### src/rtl/store_buffer_if.sv
// Store buffer bus bundle.
//   slave  : buffer side. It receives the store, load-check and Mem_Ready
//            inputs and drives Store_Ready, Load_Hazard, Mem_* and Count/Empty.
//   master : core/memory side, the mirror image of slave.
// DEPTH must match the DEPTH of the store_buffer that uses this interface.
interface store_buffer_if #(parameter int DEPTH = 4);
  localparam int CW = $clog2(DEPTH) + 1;

  logic          Store_Valid;
  logic [31:0]   Store_Addr;
  logic [31:0]   Store_Data;
  logic [3:0]    Store_Ctrl;
  logic          Store_Ready;
  logic          Load_Check_Valid;
  logic [31:0]   Load_Check_Addr;
  logic          Load_Hazard;
  logic          Mem_Valid;
  logic [31:0]   Mem_Addr;
  logic [31:0]   Mem_Data;
  logic [3:0]    Mem_Byte_En;
  logic          Mem_Ready;
  logic [CW-1:0] Count;
  logic          Empty;

  modport slave (
    input  Store_Valid, Store_Addr, Store_Data, Store_Ctrl,
    input  Load_Check_Valid, Load_Check_Addr, Mem_Ready,
    output Store_Ready, Load_Hazard, Mem_Valid, Mem_Addr, Mem_Data,
    output Mem_Byte_En, Count, Empty
  );

  modport master (
    output Store_Valid, Store_Addr, Store_Data, Store_Ctrl,
    output Load_Check_Valid, Load_Check_Addr, Mem_Ready,
    input  Store_Ready, Load_Hazard, Mem_Valid, Mem_Addr, Mem_Data,
    input  Mem_Byte_En, Count, Empty
  );
endinterface

### src/rtl/store_buffer.sv
// Posted-write store buffer. It is a circular FIFO of {word addr, data, byte
// enables}. A store to the same word as the newest non-head entry merges into
// that entry. The head entry drains over Mem_Valid/Mem_Ready. Load_Hazard flags
// a load whose word is still pending in the buffer.
// Ports: Clk, Reset (async, active-high), bus (store_buffer_if.slave).
module store_buffer #(
  parameter int DEPTH = 4
) (
  input  logic           Clk,
  input  logic           Reset,
  store_buffer_if.slave  bus
);
  localparam int AW = $clog2(DEPTH);
  localparam int CW = AW + 1;

  typedef struct packed {
    logic [29:0] waddr;
    logic [31:0] data;
    logic [3:0]  be;
  } entry_t;

  entry_t          mem [DEPTH];
  logic [AW-1:0]   head, tail, newest, off;
  logic [CW-1:0]   count, count_nxt;
  logic            full, accept, merge, push, deq, hz;

  assign full   = (count == CW'(DEPTH));
  assign newest = tail - 1'b1;
  assign accept = bus.Store_Valid && !full && (bus.Store_Ctrl != 4'b0000);
  // Merging needs count >= 2, so the head entry is never merged into and the
  // pending Mem_* handshake stays stable. The check uses pre-edge state.
  assign merge  = accept && (count >= CW'(2)) &&
                  (mem[newest].waddr == bus.Store_Addr[31:2]);
  assign push   = accept && !merge;
  assign deq    = (count != '0) && bus.Mem_Ready;

  assign count_nxt = count + (push ? CW'(1) : CW'(0)) - (deq ? CW'(1) : CW'(0));

  always_ff @(posedge Clk or posedge Reset) begin
    if (Reset) begin
      head  <= '0;
      tail  <= '0;
      count <= '0;
      for (int i = 0; i < DEPTH; i++) mem[i] <= '0;
    end else begin
      if (push) begin
        mem[tail] <= '{waddr: bus.Store_Addr[31:2], data: bus.Store_Data,
                       be: bus.Store_Ctrl};
        tail      <= tail + 1'b1;
      end
      if (merge) begin
        for (int l = 0; l < 4; l++)
          if (bus.Store_Ctrl[l]) mem[newest].data[l*8 +: 8] <= bus.Store_Data[l*8 +: 8];
        mem[newest].be <= mem[newest].be | bus.Store_Ctrl;
      end
      if (deq) head <= head + 1'b1;
      count <= count_nxt;
    end
  end

  // An entry is live when its distance from head, modulo DEPTH, is below count.
  always_comb begin
    hz  = 1'b0;
    off = '0;
    for (int i = 0; i < DEPTH; i++) begin
      off = AW'(i) - head;
      if (({1'b0, off} < count) && (mem[i].waddr == bus.Load_Check_Addr[31:2]))
        hz = 1'b1;
    end
  end

  assign bus.Load_Hazard = bus.Load_Check_Valid && hz;
  assign bus.Store_Ready = !full;
  assign bus.Count       = count;
  assign bus.Empty       = (count == '0);
  assign bus.Mem_Valid   = (count != '0);
  assign bus.Mem_Addr    = {mem[head].waddr, 2'b00};
  assign bus.Mem_Data    = mem[head].data;
  assign bus.Mem_Byte_En = mem[head].be;
endmodule

### src/flat_wrapper.sv
// flat-port wrapper written by rule: the top's interface ports become plain ports
module store_buffer_flat 
#(
  parameter int DEPTH = 4
)
  (Clk, Reset, bus_Store_Valid, bus_Store_Addr, bus_Store_Data, bus_Store_Ctrl, bus_Load_Check_Valid, bus_Load_Check_Addr, bus_Mem_Ready, bus_Store_Ready, bus_Load_Hazard, bus_Mem_Valid, bus_Mem_Addr, bus_Mem_Data, bus_Mem_Byte_En, bus_Count, bus_Empty);
  store_buffer_if #(.DEPTH(DEPTH)) bus_i ();
  input  logic Clk;
  input  logic Reset;
  input wire logic [$bits(bus_i.Store_Valid)-1:0] bus_Store_Valid;
  input wire logic [$bits(bus_i.Store_Addr)-1:0] bus_Store_Addr;
  input wire logic [$bits(bus_i.Store_Data)-1:0] bus_Store_Data;
  input wire logic [$bits(bus_i.Store_Ctrl)-1:0] bus_Store_Ctrl;
  input wire logic [$bits(bus_i.Load_Check_Valid)-1:0] bus_Load_Check_Valid;
  input wire logic [$bits(bus_i.Load_Check_Addr)-1:0] bus_Load_Check_Addr;
  input wire logic [$bits(bus_i.Mem_Ready)-1:0] bus_Mem_Ready;
  output wire logic [$bits(bus_i.Store_Ready)-1:0] bus_Store_Ready;
  output wire logic [$bits(bus_i.Load_Hazard)-1:0] bus_Load_Hazard;
  output wire logic [$bits(bus_i.Mem_Valid)-1:0] bus_Mem_Valid;
  output wire logic [$bits(bus_i.Mem_Addr)-1:0] bus_Mem_Addr;
  output wire logic [$bits(bus_i.Mem_Data)-1:0] bus_Mem_Data;
  output wire logic [$bits(bus_i.Mem_Byte_En)-1:0] bus_Mem_Byte_En;
  output wire logic [$bits(bus_i.Count)-1:0] bus_Count;
  output wire logic [$bits(bus_i.Empty)-1:0] bus_Empty;
  assign bus_i.Store_Valid = bus_Store_Valid;
  assign bus_i.Store_Addr = bus_Store_Addr;
  assign bus_i.Store_Data = bus_Store_Data;
  assign bus_i.Store_Ctrl = bus_Store_Ctrl;
  assign bus_i.Load_Check_Valid = bus_Load_Check_Valid;
  assign bus_i.Load_Check_Addr = bus_Load_Check_Addr;
  assign bus_i.Mem_Ready = bus_Mem_Ready;
  assign bus_Store_Ready = bus_i.Store_Ready;
  assign bus_Load_Hazard = bus_i.Load_Hazard;
  assign bus_Mem_Valid = bus_i.Mem_Valid;
  assign bus_Mem_Addr = bus_i.Mem_Addr;
  assign bus_Mem_Data = bus_i.Mem_Data;
  assign bus_Mem_Byte_En = bus_i.Mem_Byte_En;
  assign bus_Count = bus_i.Count;
  assign bus_Empty = bus_i.Empty;
  store_buffer #(.DEPTH(DEPTH)) u_core (.Clk(Clk), .Reset(Reset), .bus(bus_i));
endmodule
### config.mk
export PLATFORM = sky130hd
export DESIGN_NAME = store_buffer_flat
export DESIGN_NICKNAME = d
export VERILOG_FILES = /design/src/rtl/store_buffer_if.sv /design/src/rtl/store_buffer.sv /design/src/flat_wrapper.sv
export SDC_FILE = /design/constraint.sdc
export NUM_CORES = 1
export LEC_CHECK = 0
export BUFFER_PORTS_ARGS = -buffer_cell sky130_fd_sc_hd__buf_2
export CAP_MARGIN = 0
export CORE_MARGIN = 2
export CORE_UTILIZATION = 50
export CTS_CLUSTER_SIZE = 25
export DETAILED_ROUTE_END_ITERATION = 7
export PLACE_DENSITY = 0.78
export REMOVE_ABC_BUFFERS = 1
export SETUP_SLACK_MARGIN = 0.5
export SYNTH_ARGS = -nofsm -noshare
export SYNTH_HDL_FRONTEND = slang
export SYNTH_SLANG_ARGS = --single-unit
### constraint.sdc
create_clock -name Clk -period 8.5 [get_ports Clk]
set_input_delay 0.85 -clock Clk [delete_from_list [all_inputs] [get_ports Clk]]
set_output_delay 0.85 -clock Clk [all_outputs]
set_load 0.02 [all_outputs]
==> key figures, run 1 <==
Setup path
  • Cell family with most CP delay: buffers and inverters
  • Critical path peak fanout: 21
  • Worst path required time: 8.97 ns
  • Critical path type: reg -> reg
  • Worst endpoint data arrival time: around 6.0 ns
  • Startpoint types: register
  • Critical path cell sequence: inv_1, ha_1, buf_4, buf_4, mux4_2, xnor2_1, nand4_1, nor2_1, and2_1, a21oi_4, buf_4, a21oi_4, mux2_4
  • Register-to-register setup slack: slightly below 3 ns
  • Most used cell, CP: buf_4
  • Buf/Inv on CP: 4
  • Reg-to-Reg End: u_core.mem[71]
  • CP max stage delay: 0.77 ns
  • R2R depth: 13
  • Worst R2R Start: u_core.tail[0]
  • Crit path capture type: register
  • Slowest-stage cell, CP: dfrtp_2

Run status
  • Outcome: finished clean

Clock tree
  • CTS root buffer: clkbuf_16
  • Post-cts gate resize count: 0
  • Clk slew on worst S/H paths: roughly 0.060 ns
  • Maximum clock insertion buffer count: 3
  • H-tree levels: 1
  • CTS tree: built
  • Inserted Clock Buffers: 31
  • Clk Latency, worst-skew pair: 0.58 ns
  • CTS sink count: roughly 270
  • Setup bufs post-CTS: 0
  • Hold-fix buffers, CTS: 0

Synth
  • Sequential area share after synthesis: 44.04%
  • Async S/R FF share, synth: 100.0%
  • Post-synth EDFFs: 0
  • Syn Inst Count: 1318
  • Count of different cell masters after synthesis: 55
  • Ys Warns: 0
  • Synthesized cell area: 15400 um2
  • Dominant synthesized flop cell: dfrtp_1
  • Flops & latches, synth: approximately 270
  • Syn Area/Cell: about 12 um2

Cells and area
  • Layout Nets: 1571
  • Filler cell count: 2480
  • Area growth syn-to-layout: 13.32%
  • Share of cells above drive strength 1: 27.09%
  • Final core utilization: about 57%

Timing
  • Worst-margin pin slew: 1.139 ns
  • Final Cycle Share: 65.19%
  • Final setup violation count: 0
  • RSZ-0062 raised after global routing: false
  • Relative slew slack: 24.08%
  • Crit path time final: around 5.5 ns
  • Final Slew Violations: 0
  • Clock Skews: between 0.015 and 0.02 ns
  • F_max: 0.1805 GHz
  • Final hold vios: 0
  • Setup TNS Final: 0 ns

Floorplanning
  • IO Pins: 180
  • FP Rows: 64
  • Die height: 179.5 um
  • Core Area: between 30000 and 40000 um2
  • DIE WIDTH: 179.5 um
  • Initial Util: 50.61%
  • Total die area: 32220 um2

Drt
  • Routed Wire Length: 42010 um
  • Vias: 11.23k
  • DRC viols: 0
  • Initial DRC count: between 1k and 1.5k
  • Initial DRT Pass Iterations: 6
  • Via density: between 6 and 7
  • Detail Route Antenna Nets: 0
  • Wire length per cell: 22.47 um

Power
  • PD cells: 442.0 nW/um2
  • Peak supply drop: between 0.2 and 0.25 mV
  • Leak: 7.932 nW
  • Power, Total: 0.007714 W

Worst hold path
  • Min-Delay Path Class: in -> async

Global routing
  • Global-route wire length before repair: 66380 um
  • Global Route Usage Sum: 26.09%
  • Vias in the first global route: 11.59k
  • Largest net degree at the start of global routing: 185
  • Initial antenna violation count: 11
  • Aggregate global routing overflow: 0

Placed design
  • Placer congestion estimate: ~0.96
  • HPWL after DPL: between 20000 and 30000 um
  • Port bufs: around 170

Flow run
  • Max-Cap Viols: 0
[cell families after synthesis]
group                      after synthesis  share of synthesized area, %
xor gates and xnor gates               156                         8.970
muxes                                  238                         24.85
other                                    1                       0.02435
DFF                                    271                         44.04
adders and majority gates               16                         1.349
and+or+nand+nor                        452                         12.97
AOI/OAI and AO/OA                       76                         4.623
buffers and inverters                  108                         3.185
[worst register-to-register path, delay by kind of cell, from the launching register on]
family / cells / cell delay, ns
compound gates: 2 / 0.78
xor+xnor: 1 / 0.21
fa+ha+maj: 1 / 0.48
buf+inv: 4 / 1.29
flops: 1 / 0.77
mux: 2 / 0.91
simple gates: 3 / 1.00
[layout by cell type (no fill, tap or decap), drive strengths merged, types with 3 or more instances in the layout]
| master | n |
|---|---|
| a211oi | 17 |
| a21o | 4 |
| a21oi | 25 |
| buf | 183 |
| clkbuf | 47 |
| dfrtp | 271 |
| diode | 4 |
| ha | 15 |
| inv | 24 |
| mux2 | 128 |
| mux2i | 17 |
| mux4 | 93 |
| nand2 | 346 |
| nand3 | 3 |
| nand4 | 27 |
| nor2 | 22 |
| nor3 | 24 |
| nor4 | 19 |
| o2111ai | 4 |
| o21ai | 17 |
| xnor2 | 103 |
| xor2 | 53 |
[routing by layer]
layer	wire length (um)	up-vias	track usage (%)
li1	-	4842	-
met1	16490	5627	34.61
met2	19210	598	40.49
met3	4287	149	6.989
met4	1936	12	11.64
met5	85	-	0
[per-stage QoR]
step	instances	hold WS, ns	setup WS, ns	instance area, um2
floorplan	1234	0.4587	0.1830	15000
global placement	1813	0.4676	3.146	16470
detailed placement	1813	0.4768	3.082	16470
CTS	1865	0.3827	3.054	17440
global route	1867	0.4083	2.790	17450
finish	1869	0.3683	2.959	17450
[power by group]
group	internal, W	leakage [nW]	switching [W]
combinational	0.00180	4.17	0.00205
sequential	0.00193	3.29	0.000651
clock	0.000744	0.473	0.000546
total	0.00447	7.93	0.00324
[worst max path at each step]
stage                   start                    endpoint  cells after the start
6_report       u_core.tail[0]              u_core.mem[71]                     13
5_1_grt        u_core.tail[0]              u_core.mem[74]                     12
4_1_cts        u_core.tail[0]              u_core.mem[75]                     12
3_5_place_dp   u_core.tail[0]              u_core.mem[74]                     12
3_3_place_gp   u_core.tail[0]              u_core.mem[73]                     12
2_1_floorplan           Reset  asynchronous set/reset pin                      1
[cell type report]
| type | instances | area, um2 | share of cell area (%) |
|---|---|---|---|
| Antenna cell | 4 | 10.01 | 0.05736 |
| Clock buffer | 47 | 925.9 | 5.306 |
| Clock inverter | 5 | 45.04 | 0.2581 |
| Inverter | 23 | 93.84 | 0.5377 |
| Multi-Input combinational cell | 940 | 8137 | 46.63 |
| Sequential cell | 271 | 6790 | 38.91 |
| Tap cell | 396 | 495.5 | 2.839 |
| Timing Repair Buffer | 183 | 953.4 | 5.464 |
[Yosys cell counts, types with 20 or more instances]
cell type	number	area share (%)
mux2_4	32	3.1
nand2_1	345	8.4
xor2_1	53	3.0
nand4_1	25	1.0
mux4_2	93	14
inv_1	23	0.56
dfrtp_1	271	44
buf_2	28	0.91
nor2_1	22	0.54
mux2_1	96	7.0
clkbuf_1	34	0.83
xnor2_1	101	5.7
a21oi_4	20	2.1
Note: power is estimated with default switching activity, not from simulation.
==> run 2: changes to the inputs <==
--- a/config.mk
+++ b/config.mk
@@ -11,7 +11,7 @@
 export CORE_UTILIZATION = 50
 export CTS_CLUSTER_SIZE = 25
 export DETAILED_ROUTE_END_ITERATION = 7
-export PLACE_DENSITY = 0.78
+export PLACE_DENSITY = 0.75
 export REMOVE_ABC_BUFFERS = 1
 export SETUP_SLACK_MARGIN = 0.5
 export SYNTH_ARGS = -nofsm -noshare
==> constraint.sdc (replaced) <==
create_clock -name Clk -period 5.57 [get_ports Clk]
set_input_delay 0.557 -clock Clk [delete_from_list [all_inputs] [get_ports Clk]]
set_output_delay 0.557 -clock Clk [all_outputs]
set_load 0.02 [all_outputs]
==> key figures, run 2 (synthesis gave the netlist of run 1 again) <==
Placed design
  • Pre-CTS WS: 0.8280 ns
  • Placed inst area: 16530 um2
  • HPWL after DPL: 29130 um
  • Placer congestion estimate: 0.9268
  • Port bufs: 173

Timing
  • Worst-margin pin slew: between 0.9 and 1 ns
  • Final setup violation count: 0
  • Clock Skews: 0.01688 ns
  • F_max: 0.2153 GHz
  • Final hold vios: 0
  • Final Cycle Share: 83.39%
  • Crit path time final: 4.645 ns
  • Relative slew slack: 38.94%
  • RSZ-0062 raised after global routing: false
  • Final Slew Violations: 0
  • Final worst slack: 0.9254 ns

Drt
  • Detail Route Antenna Nets: 0
  • Vias: 11.19k
  • Initial DRC count: 935
  • DRC viols: 0
  • Wire length per cell: 22.52 um
  • Initial DRT Pass Iterations: 5
  • Via density: between 5 and 6
  • Routed Wire Length: approximately 43000 um

Cells and area
  • Commonest non-fill, non-tap cell in the layout: nand2_1
  • Layout Nets: 1581
  • Post-route cell area: 17600 um2
  • Share of cells above drive strength 1: 27.96%
  • Most frequent cells in the layout: nand2_1 (345), dfrtp_1 (268), buf_2 (173)
  • Area growth syn-to-layout: 14.32%

Clock tree
  • Setup bufs post-CTS: 0
  • CTS tree: built
  • Clk Latency, worst-skew pair: 0.57 ns
  • Hold-fix buffers, CTS: 0
  • Post-cts gate resize count: 0
  • CTS root buffer: clkbuf_16
  • CTS sink count: approximately 270
  • H-tree levels: 1
  • Inserted Clock Buffers: 30
  • Maximum clock insertion buffer count: 3
  • Clk slew on worst S/H paths: roughly 0.060 ns

Setup path
  • Crit path capture type: register
  • Worst endpoint data arrival time: 5.09 ns
  • Register-to-register setup slack: 0.93 ns
  • Reg-to-Reg End: u_core.mem[7]
  • Critical path peak fanout: 13
  • Worst path required time: roughly 6 ns
  • R2R depth: 10
  • Worst R2R Start: u_core.tail[1]
  • Critical path type: reg -> reg
  • Startpoint types: register

Global routing
  • Global-route wire length before repair: 66320 um
  • Vias in the first global route: 11.65k
  • Largest net degree at the start of global routing: about 130
  • Aggregate global routing overflow: 0
  • Initial antenna violation count: 10
  • Global Route Usage Sum: 26.33%

Floorplanning
  • Total die area: about 32000 um2
  • FP Rows: 64
  • Initial Util: 50.61%
  • IO Pins: 180
  • Core Area: approximately 30000 um2
  • DIE WIDTH: 179.5 um
  • Die height: 179.5 um

Run status
  • Outcome: finished clean

Worst hold path
  • Min-Delay Path Class: in -> async

Power
  • PD cells: 678.4 nW/um2
  • Peak supply drop: 0.4034 mV
  • Power, Total: 0.01194 W
  • Leak: between 8 and 9 nW

Flow run
  • Max-Cap Viols: 0
## run 2: layout make-up
type | instances | area, um2
clock inverters | 15 | 165.2
inverters | 23 | 93.84
diodes | 8 | 20.02
repair buffers | 194 | 1023
fillers | 2466 | 12820
well taps | 396 | 495.5
flip-flops and latches | 271 | 6790
clock buffers | 41 | 882.1
multi-input cells | 940 | 8134
## run 2: worst max-delay path: stages, from the launching register on
cell	delay, ns
dfrtp_1	0.46
inv_1	0.14
ha_2	0.67
mux4_2	0.57
xnor2_1	0.46
nand2_1	0.11
nor4_1	0.40
and4b_1	0.61
a21oi_4	0.25
a21oi_4	0.47
mux2_4	0.36
## run 2: per-stage QoR
stage | hold slack (ns) | util [%] | std cells | setup TNS, ns
2_1_floorplan | 0.4587 | - | 1234 | -719.46
3_3_place_gp | 0.4676 | 54.34 | 1824 | 0
3_5_place_dp | 0.4768 | 54.34 | 1824 | 0
4_1_cts | 0.2194 | 57.78 | 1880 | 0
5_1_grt | 0.2408 | 57.83 | 1885 | 0
6_report | 0.1494 | 57.85 | 1888 | 0
## run 2: report_power, final
| part | switching [W] | total [W] | leakage (nW) | internal [W] |
|---|---|---|---|---|
| clock network | 0.000842 | 0.00209 | 0.529 | 0.00124 |
| registers | 0.000984 | 0.00392 | 3.29 | 0.00294 |
| logic | 0.00315 | 0.00593 | 4.22 | 0.00278 |
| total | 0.00498 | 0.0119 | 8.03 | 0.00696 |
## run 2: how the worst max path moves through the flow
stage | start | to | cells past startpoint
6_report | u_core.tail[1] | u_core.mem[7] | 10
5_1_grt | u_core.tail[1] | u_core.bus.Count[1] | 13
4_1_cts | u_core.tail[1] | u_core.mem[7] | 10
3_5_place_dp | u_core.tail[1] | u_core.mem[7] | 10
3_3_place_gp | u_core.tail[1] | u_core.mem[209] | 10
2_1_floorplan | Reset | asynchronous set/reset pin | 1
## run 2: routing by layer
layer	global-route usage, %	part of all wire [%]	up-vias
met1	34.01	39	5612
li1	-	-	4879
met3	7.010	9.9	130
met2	41.90	47	560
met5	1.481	0.042	-
met4	11.45	4.7	4
